## config.mk

```make
export PLATFORM = sky130hd
export DESIGN_NAME = spectrum_bar_render
export DESIGN_NICKNAME = d
export VERILOG_FILES = /design/src/rtl/spectrum_bar_render.sv
export SDC_FILE = /design/constraint.sdc
export NUM_CORES = 1
export LEC_CHECK = 0
export ABC_AREA = 1
export CORE_MARGIN = 1
export CORE_UTILIZATION = 45
export DETAILED_ROUTE_END_ITERATION = 8
export PLACE_DENSITY = 0.69
export SKIP_CTS_REPAIR_TIMING = 1
export SYNTH_ARGS = -nofsm -noshare
export SYNTH_HDL_FRONTEND = slang
export SYNTH_SLANG_ARGS = --single-unit
```

## constraint.sdc

```tcl
create_clock -name clk -period 4.9 [get_ports clk]
set_input_delay 0.49 -clock clk [delete_from_list [all_inputs] [get_ports clk]]
set_output_delay 0.49 -clock clk [all_outputs]
set_load 0.05 [all_outputs]
```

## src/rtl/spectrum_bar_render.sv

```systemverilog
// spectrum_bar_render: 4-bin spectrum bar renderer with peak hold; ports clk, reset_n, valid, mag0..mag3 in, frame_start, pix_valid, pix_x, pix_y in, rgb out (registered)
module spectrum_bar_render #(
  parameter int H_ACTIVE     = 640,
  parameter int V_ACTIVE     = 480,
  parameter int BAR_W        = 160,
  parameter int GAP          = 8,
  parameter int SHIFT        = 5,
  parameter int DECAY        = 1,
  parameter int STALE_FRAMES = 60
) (
  input  logic               clk,
  input  logic               reset_n,
  input  logic               valid,
  input  logic signed [31:0] mag0,
  input  logic signed [31:0] mag1,
  input  logic signed [31:0] mag2,
  input  logic signed [31:0] mag3,
  input  logic               frame_start,
  input  logic               pix_valid,
  input  logic [10:0]        pix_x,
  input  logic [10:0]        pix_y,
  output logic [23:0]        rgb
);
  localparam logic [10:0] VA = 11'(V_ACTIVE);
  localparam logic [10:0] GP = 11'(GAP);
  localparam logic [10:0] DC = 11'(DECAY);
  localparam logic [10:0] B1 = 11'(BAR_W);
  localparam logic [10:0] B2 = 11'(2 * BAR_W);
  localparam logic [10:0] B3 = 11'(3 * BAR_W);
  localparam logic [10:0] XE = 11'((4 * BAR_W < H_ACTIVE) ? 4 * BAR_W : H_ACTIVE);
  localparam logic [7:0]  ST = 8'(STALE_FRAMES);

  function automatic logic [10:0] to_h(input logic signed [31:0] m);
    logic signed [31:0] s;
    s = m >>> SHIFT;
    return m[31] ? 11'd0 : (s > V_ACTIVE ? VA : s[10:0]);
  endfunction

  function automatic logic [10:0] nxt_pk(input logic [10:0] h, input logic [10:0] p);
    logic [10:0] d;
    d = p > DC ? p - DC : 11'd0;
    return h >= p ? h : (d > h ? d : h);
  endfunction

  logic [10:0] hin  [4];
  logic [10:0] pend [4];
  logic [10:0] disp [4];
  logic [10:0] peak [4];
  logic [7:0]  stale, stale_n;
  logic [1:0]  b;
  logic [10:0] off, dh, pk;
  logic        in_col, bar, mark;
  logic [23:0] bar_c, nxt_rgb;

  assign hin[0] = to_h(mag0);
  assign hin[1] = to_h(mag1);
  assign hin[2] = to_h(mag2);
  assign hin[3] = to_h(mag3);
  assign stale_n = stale == ST ? ST : stale + 8'd1;

  always_comb begin
    b = pix_x < B1 ? 2'd0 : pix_x < B2 ? 2'd1 : pix_x < B3 ? 2'd2 : 2'd3;
    off = pix_x - (b == 2'd0 ? 11'd0 : b == 2'd1 ? B1 : b == 2'd2 ? B2 : B3);
    dh = disp[b];
    pk = peak[b];
    in_col = pix_x < XE && off >= GP;
    bar = in_col && pix_y >= VA - dh;
    mark = in_col && pk != 11'd0 && pk < VA && pix_y == VA - 11'd1 - pk;
    bar_c = b == 2'd0 ? 24'hFF0000 : b == 2'd1 ? 24'h00FF00 : b == 2'd2 ? 24'h0000FF : 24'hFFFF00;
    nxt_rgb = !pix_valid ? 24'h0 : mark ? 24'hFFFFFF : bar ? bar_c : 24'h0;
  end

  always_ff @(posedge clk or negedge reset_n) begin
    if (!reset_n) begin
      for (int i = 0; i < 4; i++) begin
        pend[i] <= '0;
        disp[i] <= '0;
        peak[i] <= '0;
      end
      stale <= '0;
      rgb   <= '0;
    end else begin
      rgb <= nxt_rgb;
      if (frame_start)
        for (int i = 0; i < 4; i++) begin
          disp[i] <= pend[i];
          peak[i] <= nxt_pk(pend[i], peak[i]);
        end
      if (valid) begin
        stale <= '0;
        for (int i = 0; i < 4; i++) pend[i] <= hin[i];
      end else if (frame_start) begin
        stale <= stale_n;
        if (stale_n == ST)
          for (int i = 0; i < 4; i++) pend[i] <= '0;
      end
    end
  end
endmodule

```

==> summary.md <==
| Metric | Value |
|---|---|
| Most numerous cell in the Yosys netlist | `nand2_1` |
| Max-slew violations | `0` |
| Synth Register Bits | `about 140` |
| Hold WC Path Type | `flip-flop to flip-flop` |
| Pwr Total | `between 6 and 7 mW` |
| Final Non-Filler Cells | `about 2100` |
| # setup viols final | `0` |
| Clock Skews | `about 0.014 ns` |
| Period utilisation layout | `approximately four fifths` |
| Pwr dens | `476.6 nW/um2` |
| Bufs on Longest Clock Path | `2` |
| CTS buffer count | `17` |
| Commonest cells in the netlist | `nand2_1, inv_1, o21ai_0, nor2_1, dfrtp_1` |
| Inserted Diodes | `0` |
| GRT overflow | `0` |
| Nets@finish | `roughly 2000` |
| Min-Delay Path Depth | `2` |
| Slowest-stage cell, CP | `nand2b_1` |
| Hold Path Origin | `disp[32]` |
| Final core utilization | `a little over half` |
| Actual slew at the worst max-slew pin | `between 0.8 and 0.9 ns` |
| FILL cells | `2449` |
| Critical Path Source Type | `flip-flop` |
| Vias per inst | `5.485` |
| Initial antenna violation count | `0` |
| Ys Warns | `0` |
| Distinct cells, synth | `approximately 60` |
| Crit. End Element | `flip-flop` |
| Register-to-Register Path Depth | `22` |
| Post-DP HPWL | `between 20000 and 30000 um` |
| Synth area leaders | `dfrtp_1, ha_1, nand2_1` |
| Fmax | `between 0.2 and 0.3 GHz` |
| Avg Inst Size Synth | `~7 um2` |
| Reg clk slew, reported paths | `about 0.07 ns` |
| Setup ws final | `0.9067 ns` |
| Post-Syn Area | `~12000 um2` |
| RSZ-0062 raised after global routing | `false` |
| ANT nets after route | `0` |
| Setup CP Type | `flip-flop to flip-flop` |
| Vias in the first global route | `11129` |
| Post-synth EDFFs | `0` |
| Core area | `~25000 um2` |
| Crit Path Max Fanout | `20` |
| Port buffer count | `between 150 and 200` |
| Routability Congestion | `roughly 0.96` |
| Total GRT Usage | `between 20% and 30%` |
| Hold Path End | `disp[32]` |
| Slowest stage delay, CP | `roughly 0.57 ns` |
| Final min period | `~4.0 ns` |
| Worst slack, placed | `a little over 0.6 ns` |
| Status | `completed` |
| Die area | `approximately 27000 um2` |
| Max_slew headroom | `between 40% and 50%` |
| FFs w/ async S/R, synth | `100.0%` |
| Worst path most repeated cell | `inv_1` |
| Reg-to-reg slack, setup | `roughly 0.91 ns` |
| Placed cell count | `2088` |
| CTS tree | `done` |
| Floorplan row count | `58` |
| Grt peak-use layer | `met2` |
| GR Util met2 | `a little over two fifths` |
| Num Clock Sinks | `approximately 140` |
| Sequential Area | `about 3600 um2` |
| Area of the multi-input gates | `6884 um2` |
| Clk root buf | `clkbuf_16` |
| Top delay family on crit path | `simple AND/OR/NAND/NOR gates` |
| Reg-to-Reg Start | `peak[35]` |
| Reg2reg end | `peak[41]` |
| Crit path DAT | `roughly 4.3 ns` |
| First-pass GRT wire length | `55950 um` |
| Worst-Skew Late Latency | `around 0.43 ns` |
| Final hold viol count | `0` |
| DR WL/cell | `~16 um` |
| Routed vias | `around 12000` |
| Maximum VDD drop | `between 0.2 and 0.3 mV` |
| H-tree levels | `4` |
| Die X-Extent | `~160 um` |
| Largest net degree at the start of global routing | `61` |
| Max_cap viols | `0` |
| Worst Path Required | `about 5.2 ns` |
| Proportion of layout cells with a drive suffix above 1 | `roughly 4.0%` |
| # DRC | `0` |
| Leakage power | `6.576 nW` |
| Synth area leader | `dfrtp_1` |
| Combined buffer and inverter count along the critical path | `5` |
| Seq/Total Area, Yosys | `slightly above 30%` |
| Setup TNS | `0 ns` |
| GR Util met3 | `3.922%` |
| Cells along the critical path | `nor2_1 > inv_1 > nor2_1 > inv_1 > nor2_1 > inv_1 > a21oi_1 > nand3_1 > inv_1 > a21oi_1 > o21ai_0 > inv_1 > ha_1 > nand2_1 > o21ai_0 > nand2_1 > o2111ai_1 > o311ai_0 > nand2b_1 > nand2_1 > nand2_1 > o22ai_1` |
| Area growth syn-to-layout | `19.16%` |
| Router iterations before antenna repair | `5` |
| Synth Instances | `~1700` |
| Num ports | `179` |
| WL final | `33970 um` |
| Vert. Die Dim | `around 160 um` |
| Synth Flop Type | `dfrtp_1` |
| Share of the synthesized area in the top cell type | `a little under a third` |
| DRT iter0 DRCs | `851` |
| Synthesized net count | `between 1500 and 2000` |
| Initial core utilization | `between 40% and 50%` |
| GR Util met1 | `a little under two fifths` |
placed cells by master (no fill, tap or decap), drive strengths merged, types with 3 or more instances in the layout:
master / n
a21oi: 100
a311oi: 4
a31oi: 4
and3: 4
buf: 10
clkbuf: 17
clkdlybuf4s50: 153
clkinv: 3
dfrtp: 143
ha: 116
inv: 226
nand2: 347
nand3: 127
nand4: 26
nor2: 165
nor3: 15
nor4: 36
o2111ai: 5
o21ai: 177
o22ai: 47
o31ai: 4
or2: 6
or4: 3
xnor2: 5
xor2: 18
worst max path at each step:
stage / from / end / slack, ns / cells past startpoint
after floorplan: pix_x[9] / rgb[15] / 1.70 / 22
after global placement: pix_x[8] / rgb[15] / 0.68 / 23
after detailed placement: pix_x[8] / rgb[15] / 0.61 / 23
after CTS: peak[35] / peak[33] / 0.97 / 21
after global routing: peak[35] / peak[40] / 0.40 / 22
final: peak[35] / peak[41] / 0.91 / 22
final cells by class:
cell class | instances | area share (%)
multi-input combinational | 1235 | 49.53
inverter | 217 | 5.879
tap | 330 | 2.971
clock buffer | 17 | 3.061
clock inverter | 15 | 1.170
timing repair buffer | 164 | 11.64
sequential | 143 | 25.75
worst register-to-register path, delay by kind of cell (launching register included):
family	cells	cell delay [ns]
buffers and inverters	5	0.54
AND/OR/NAND/NOR	9	1.62
adder cells (fa/ha/maj)	1	0.27
flip-flops	1	0.43
AO/OA/AOI/OAI	7	1.05
metal layers:
layer  wire length (um)  share of wire (%)  up-vias
met5                  0                  0        -
met1              15630                 46     5338
li1                   -                  -     5842
met4                530                1.6        0
met3               2099                6.2       38
met2              15710                 46      415
power breakdown:
group / internal [mW] / total, mW / switching, mW / leakage [nW]
clock: 0.725 / 1.30 / 0.580 / 0.285
combinational: 1.33 / 3.65 / 2.32 / 4.40
sequential: 1.39 / 1.67 / 0.281 / 1.89
sequential cells by signal, summed over array words and instances, names as in the netlist:
name and count:
rgb 3, pend 44, peak 44, stale 8, disp 44
cell families after synthesis:
kind of cell	count (synthesis)	synth area share, %
simple gates	739	27.94
compound gates	356	16.73
buf+inv	282	10.30
flops	143	30.68
fa+ha+maj	117	12.62
xor+xnor	23	1.727
metrics by stage:
step	area (um2)	hold slack (ns)
after floorplan	11660	0.1944
after global placement	13300	0.4346
after detailed placement	13300	0.4363
after CTS	13890	-0.02225
after global routing	13900	0.5275
final	13900	0.4953
Note: power is estimated with default switching activity, not from simulation.
